<file path="config.mk">
export PLATFORM = sky130hd
export DESIGN_NAME = hazard_ctrl
export DESIGN_NICKNAME = d
export VERILOG_FILES = /design/src/rtl/hazard_ctrl.sv
export SDC_FILE = /design/constraint.sdc
export NUM_CORES = 1
export LEC_CHECK = 0
export ABC_CLOCK_PERIOD_IN_PS = 2500
export CAP_MARGIN = 20
export CORE_AREA = 2 2 39 41
export CTS_CLUSTER_SIZE = 10
export DETAILED_ROUTE_END_ITERATION = 7
export DIE_AREA = 0 0 41 43
export PLACE_DENSITY = 0.61
export REMOVE_ABC_BUFFERS = 1
export SLEW_MARGIN = 30
export SYNTH_ARGS = -nofsm -noshare
export SYNTH_HDL_FRONTEND = slang
export SYNTH_SLANG_ARGS = --single-unit
</file>
<file path="constraint.sdc">
create_clock -name clk -period 2.5 [get_ports clk]
set_clock_uncertainty 0.1 [all_clocks]
set_input_delay 0.625 -clock clk [delete_from_list [all_inputs] [get_ports clk]]
set_output_delay 0.625 -clock clk [all_outputs]
set_load 0.05 [all_outputs]
</file>
<file path="src/rtl/hazard_ctrl.sv">
// hazard_ctrl: pipeline hazard controller sitting between ID/EX decode and the
// control-signal flush mux.
//
// Handles three hazard sources, highest priority first while running:
//   taken branch/jump in EX -> flush IF/ID and ID/EX, pipeline keeps advancing
//   MDU op entering EX      -> freeze PC, IF/ID, ID/EX for MDU_LAT-1 cycles
//   load-use on rs/rt       -> hold PC and IF/ID, inject one bubble into ID/EX
//
// Parameters:
//   MDU_LAT  total EX-stage cycles of an MDU op (>= 3 for an exact stall length)
//   CW       MDU counter width, 2**CW > MDU_LAT
//
// Ports:
//   clk, reset             rising-edge clock, synchronous active-high reset
//   id_rs, id_rt           source fields of the instruction in ID
//   id_uses_rt             ID instruction reads rt
//   ex_rt, ex_memread      destination / load flag of the instruction in EX
//   ex_branch_taken        control transfer resolved taken in EX
//   ex_mdu_start           MDU op entered EX this cycle
//   pc_we, ifid_we, idex_we  pipeline write enables
//   ifid_flush, idex_flush   zero IF/ID instruction / insert ID/EX bubble
//   mdu_busy               MDU stall in progress
//
// Optional feature, enabled by defining HAZ_STATS_EN:
//   stall_cycles, bubble_cycles  saturating 32-bit counters of cycles with
//                                pc_we=0 and idex_flush=1 respectively
module hazard_ctrl #(
    parameter int unsigned MDU_LAT = 4,
    parameter int unsigned CW      = 3
) (
    input  logic       clk,
    input  logic       reset,
    input  logic [4:0] id_rs,
    input  logic [4:0] id_rt,
    input  logic       id_uses_rt,
    input  logic [4:0] ex_rt,
    input  logic       ex_memread,
    input  logic       ex_branch_taken,
    input  logic       ex_mdu_start,
    output logic       pc_we,
    output logic       ifid_we,
    output logic       ifid_flush,
    output logic       idex_we,
    output logic       idex_flush,
    output logic       mdu_busy
`ifdef HAZ_STATS_EN
    ,
    output logic [31:0] stall_cycles,
    output logic [31:0] bubble_cycles
`endif
);

    localparam logic [0:0] StRun     = 1'b0;
    localparam logic [0:0] StMduBusy = 1'b1;

    logic [0:0]    state_q, state_d;
    logic [CW-1:0] mdu_cnt_q, mdu_cnt_d;
    logic [CW-1:0] mdu_cnt_dec;
    logic          load_use;

    // $zero is never a real dependency.
    assign load_use = ex_memread && (ex_rt != 5'd0) &&
                      ((ex_rt == id_rs) || (id_uses_rt && (ex_rt == id_rt)));

    // Counter stops at zero, never wraps.
    assign mdu_cnt_dec = (mdu_cnt_q != '0) ? mdu_cnt_q - CW'(1) : '0;

    always_comb begin
        state_d    = state_q;
        mdu_cnt_d  = mdu_cnt_q;
        pc_we      = 1'b1;
        ifid_we    = 1'b1;
        idex_we    = 1'b1;
        ifid_flush = 1'b0;
        idex_flush = 1'b0;
        mdu_busy   = 1'b0;

        case (state_q)
            StRun: begin
                if (ex_branch_taken) begin
                    ifid_flush = 1'b1;
                    idex_flush = 1'b1;
                end else if (ex_mdu_start) begin
                    pc_we     = 1'b0;
                    ifid_we   = 1'b0;
                    idex_we   = 1'b0;
                    mdu_busy  = 1'b1;
                    state_d   = StMduBusy;
                    mdu_cnt_d = CW'(MDU_LAT - 2);
                end else if (load_use) begin
                    pc_we      = 1'b0;
                    ifid_we    = 1'b0;
                    idex_flush = 1'b1;
                end
            end
            StMduBusy: begin
                pc_we     = 1'b0;
                ifid_we   = 1'b0;
                idex_we   = 1'b0;
                mdu_busy  = 1'b1;
                mdu_cnt_d = mdu_cnt_dec;
                // Leave as the count reaches zero so the start cycle plus the
                // MDU_LAT-2 busy cycles give a stall of MDU_LAT-1 cycles.
                if (mdu_cnt_dec == '0) begin
                    state_d = StRun;
                end
            end
            default: begin
                state_d   = StRun;
                mdu_cnt_d = '0;
            end
        endcase

        if (reset) begin
            pc_we      = 1'b0;
            ifid_we    = 1'b0;
            idex_we    = 1'b0;
            ifid_flush = 1'b1;
            idex_flush = 1'b1;
            mdu_busy   = 1'b0;
        end
    end

    always_ff @(posedge clk) begin
        if (reset) begin
            state_q   <= StRun;
            mdu_cnt_q <= '0;
        end else begin
            state_q   <= state_d;
            mdu_cnt_q <= mdu_cnt_d;
        end
    end

`ifdef HAZ_STATS_EN
    always_ff @(posedge clk) begin
        if (reset) begin
            stall_cycles  <= '0;
            bubble_cycles <= '0;
        end else begin
            if (!pc_we && (stall_cycles != 32'hFFFF_FFFF)) begin
                stall_cycles <= stall_cycles + 32'd1;
            end
            if (idex_flush && (bubble_cycles != 32'hFFFF_FFFF)) begin
                bubble_cycles <= bubble_cycles + 32'd1;
            end
        end
    end
`endif

endmodule

</file>
Word level (Yosys, flattened, before mapping). Index checks and enable logic that the tools add are counted.

Bits of input ports: 21. Word-level logic and storage cells: 43. Output and inout port bits: 6. Register bits: 4.

Bitwise gates (word level): 1. Reduce and logical (&&, ||, !) cells: 8. Add/sub/neg operators: 1. Mux-type cells: 27. Equal/unequal tests: 4.

Operators with widths (count): $mux 1 (19); $eq 5x5->1 (2); $mux 3 (3); $pmux 1 s2 (4); $pmux 3 s2 (1); $reduce_bool 5->1 (1); $ne 2x2->1 const B (2); $logic_and 1x1->1 (3); $logic_not 3->1 (1); $reduce_bool 3->1 (1); $sub 3x1->3 const B (1); $reduce_and 2->1 (1); $logic_or 1x1->1 (1); $not 1->1 (1).

Longest topological paths before layout.
Depth after elaboration: 9. Gate-level depth with buffers: 5. Depth with buffers taken out: 4.

Worst setup path before layout. OpenSTA, ideal clock, no wires.

Path kind: input -> output. Start point: input ex_branch_taken. End point: output pc_we. Data required time: 1.775 ns. Setup slack: -0.824 ns. Data arrival time: 2.599 ns. Path buffers: 1. Stages on the path: 5. Cell sequence: inv_1 -> a21oi_1 -> nor2b_1 -> o31a_1 -> buf_4.

Longest elaborated chain between the ends: 3.

Ends and longest elaborated chain: from (decl) (RTL line 38) `input logic ex_branch_taken,`; $mux 1; $pmux 1 s2; $mux 1; to (decl) (RTL line 40) `output logic pc_we,`.

Every way passes these cells.

Worst setup path after layout.
Start point: input ex_rt[4]. End point: output ifid_we.

Longest elaborated chain between the ends: 9.

Ends and longest elaborated chain: from (decl) (RTL line 36) `input logic [4:0] ex_rt,`; $eq 5x5->1 (RTL line 63) `((ex_rt == id_rs) || (id_uses_rt && (ex_rt == id_rt)));`; $logic_and 1x1->1 (RTL line 63); $logic_or 1x1->1 (RTL line 63); $logic_and 1x1->1 (*) (RTL line 62) `assign load_use = ex_memread && (ex_rt != 5'd0) &&`; $mux 1 (*) (RTL line 90) `end else if (load_use) begin`; $mux 1 (*) (RTL line 83) `end else if (ex_mdu_start) begin`; $mux 1 (*) (RTL line 80) `if (ex_branch_taken) begin`; $pmux 1 s2 (*) (RTL line 78) `case (state_q)`; $mux 1 (*) (RTL line 114) `if (reset) begin`; to (decl) (RTL line 41) `output logic ifid_we,`.

Every way passes the cells marked *; elsewhere a longest branch is shown, timed or not.

==> metrics.yaml <==
power_and_ir_drop:
  ir_worst_vdd_mv: 0.1953
  pwr-share-comb_pct: 50.3
  intPower_mw: 0.2042
  power.density_nw_per_um2: 378.6
  power_leakage_nw: 0.3640
  pwr-share-clk_pct: 25.7
  seqPwrFrac_pct: 24.0
  switching_share_pct: 32.10
  p_switching_mw: 0.09654
grt:
  grt_pass1_vias: 439
  grt_pass1_wl_microns: 1573
  grt_max_degree: 8
  grt-ovfl-total: 0
  antenna_found_initial: 0
  grt_usage_pct: 13.63
synth:
  synth_cell_types: 21
  synthCells: 44
  syn_avg_cell_area_sq_um: 7.848
  ys_ff_latch: 4
  synth_area_sq_um: 345.3
  yosysWarnings: 0
  yosysSeqAreaShare_pct: 23.19
placement:
  dpl_cell_area_sq_um: 738.2
  post-place-ws_ps: -464.1
  placed_cells_incl_taps: 93
  io_buffers: 26
  gp_congestion: 0.6647
  dp_hpwl_microns: 782.6
timing:
  hold_viol_final: 0
  worstMarginPinSlew_ps: 289.9
  period_share_pct: 102.8
  finalMaxSlewViolations: 0
  min_period_ps: 2570
  relSlewSlack_pct: 80.64
  fin_ws_ps: -70.35
  setup_viol: 3
  max_freq_mhz: 389.1
  rsz0062_at_grt: "yes"
setup_path:
  crit_type: "in2out"
  crit_required_ps: 1770
  start_kind: "input pin"
  cp_max_fo: 3
  worstPathArrival_ps: 1850
  setup.worst_path.end_class: "output pin"
layout:
  final_common_cell: "buf_4"
  drive_above_1_share_pct: 42.68
  layout.cells.non_filler: 98
  nets: 105
  areaGrowthSynthToFinish_pct: 130.1
  layout_common_cells: "buf_4, xor2_1, nor2_1, dlygate4sd2_1, buf_12"
  final_area_sq_um: 794.5
  antenna_cells: 0
drt:
  drcViolationCount: 0
  drtAntennaViolNets: 0
  drtIter0Drc: 1
  wirelength_microns: 977
  post_drt_via_cell_ratio: 4.490
  post_drt_wl_per_cell_microns: 9.969
  drtPass1Iterations: 4
  vias: 440
worst_hold_path:
  hold_class: "reg2reg"
clocking:
  cts_tree: "built"
  clockBufferDepth: 2
  htreeDepth: 1
  cts_made_buffers: 3
  cts_sinks: 4
  cts_root_buf: "clkbuf_4"
  clock_latency_ps: 230
  path_clk_slew_ps: 30
  holdBufCountCts: 0
floorplan:
  die_area_sq_um: 1763
  initial_core_util_pct: 24.95
  rows: 14
  ioPinCount: 27
  core-area_sq_um: 1384
  die_y_microns: 43
  die_width_microns: 41
status:
  outcome: "finished with violations"
  violations: "negative setup slack"
run:
  cap_violations: 0
critical path: stages:
cell	delay, ps
buf_8	100
or4_4	520
o21ai_2	140
o31a_1	290
buf_12	170
flip-flops by register name (all words and copies together) (netlist names):
| name | cells |
|---|---|
| mdu_cnt_q | 3 |
| state_q | 1 |
per-stage QoR:
stage / setup TNS, ps / utilization (%) / power (mW) / hold slack [ps]
after global placement: -1411 / 53.35 / 0.2204 / 377.7
after global routing: -304.8 / 57.41 / 0.3252 / 416.3
after floorplan: -2369 / - / 0.1308 / 365.5
final: -153.3 / 57.41 / 0.3008 / 393.5
after detailed placement: -1362 / 53.35 / 0.2203 / 391.0
after CTS: -230.5 / 56.78 / 0.3055 / 394.9
Yosys cell counts:
master,number,area [sq um]
nor4_2,1,12.51
nor3b_1,2,15.01
nor3_1,1,5.000
nor2b_1,3,18.77
xnor2_1,1,8.760
o31a_1,1,8.760
or4_1,1,7.510
a21oi_1,2,10.01
o21a_1,1,7.510
dfxtp_1,4,80.08
buf_4,1,7.510
a32oi_1,1,8.760
inv_1,2,7.510
a211oi_1,1,7.510
o21ai_1,1,5.000
nand2b_1,1,6.260
nor2_1,7,26.28
nand2_1,2,7.510
xor2_1,9,78.83
o31ai_1,1,7.510
o2bb2ai_1,1,8.760
layout make-up:
| class | count | area [sq um] |
|---|---|---|
| timing repair buffer | 36 | 375.4 |
| clock buffer | 3 | 22.52 |
| sequential | 4 | 80.08 |
| inverter | 2 | 7.507 |
| tap | 16 | 20.02 |
| multi-input combinational | 37 | 289.0 |
| fill | 132 | 589.3 |
metal layers:
| layer | global-route usage [%] | vias to the layer above | wire length, microns |
|---|---|---|---|
| met5 | 0 | - | 0 |
| met4 | 10.00 | 0 | 12 |
| met3 | 5.236 | 2 | 113 |
| met2 | 21.56 | 25 | 498 |
| met1 | 13.42 | 182 | 353 |
| li1 | - | 231 | - |
what timing repair did:
action,in CTS,in global routing
endpoints found under the setup margin,4,4
buffers inserted,2,0
pin swaps,14,7
cloned,0,0
resized for setup,51,6
path summary, 6_finish.rpt:
check	slack, ps	end	cells past startpoint	start
setup reg to reg	1180	mdu_cnt_q[1]$_SDFFE_PP0P_	6	state_q$_SDFF_PP0_
hold / removal	390	mdu_cnt_q[1]$_SDFFE_PP0P_	2	mdu_cnt_q[1]$_SDFFE_PP0P_
setup / recovery	-70	ifid_we	5	ex_rt[4]
hold reg to reg	390	mdu_cnt_q[1]$_SDFFE_PP0P_	2	mdu_cnt_q[1]$_SDFFE_PP0P_
power by group through the flow:
stage | sequential (mW) | clock, mW | combinational [mW]
after floorplan | 0.0713 | 0 | 0.0595
after global placement | 0.0719 | 0 | 0.148
after detailed placement | 0.0723 | 0 | 0.148
after CTS | 0.0720 | 0.0827 | 0.151
after global routing | 0.0725 | 0.0911 | 0.162
final | 0.0721 | 0.0774 | 0.151
kinds of logic (layout without fill, tap and decap cells):
group / count (synthesis) / count (layout) / synth area share (%)
AND/OR/NAND/NOR: 18 / 18 / 28.62
flip-flops: 4 / 4 / 23.19
buffers and inverters: 3 / 41 / 4.349
XOR/XNOR: 10 / 10 / 25.36
AO/OA/AOI/OAI: 9 / 9 / 18.48
(Power assumes the default switching activity.)
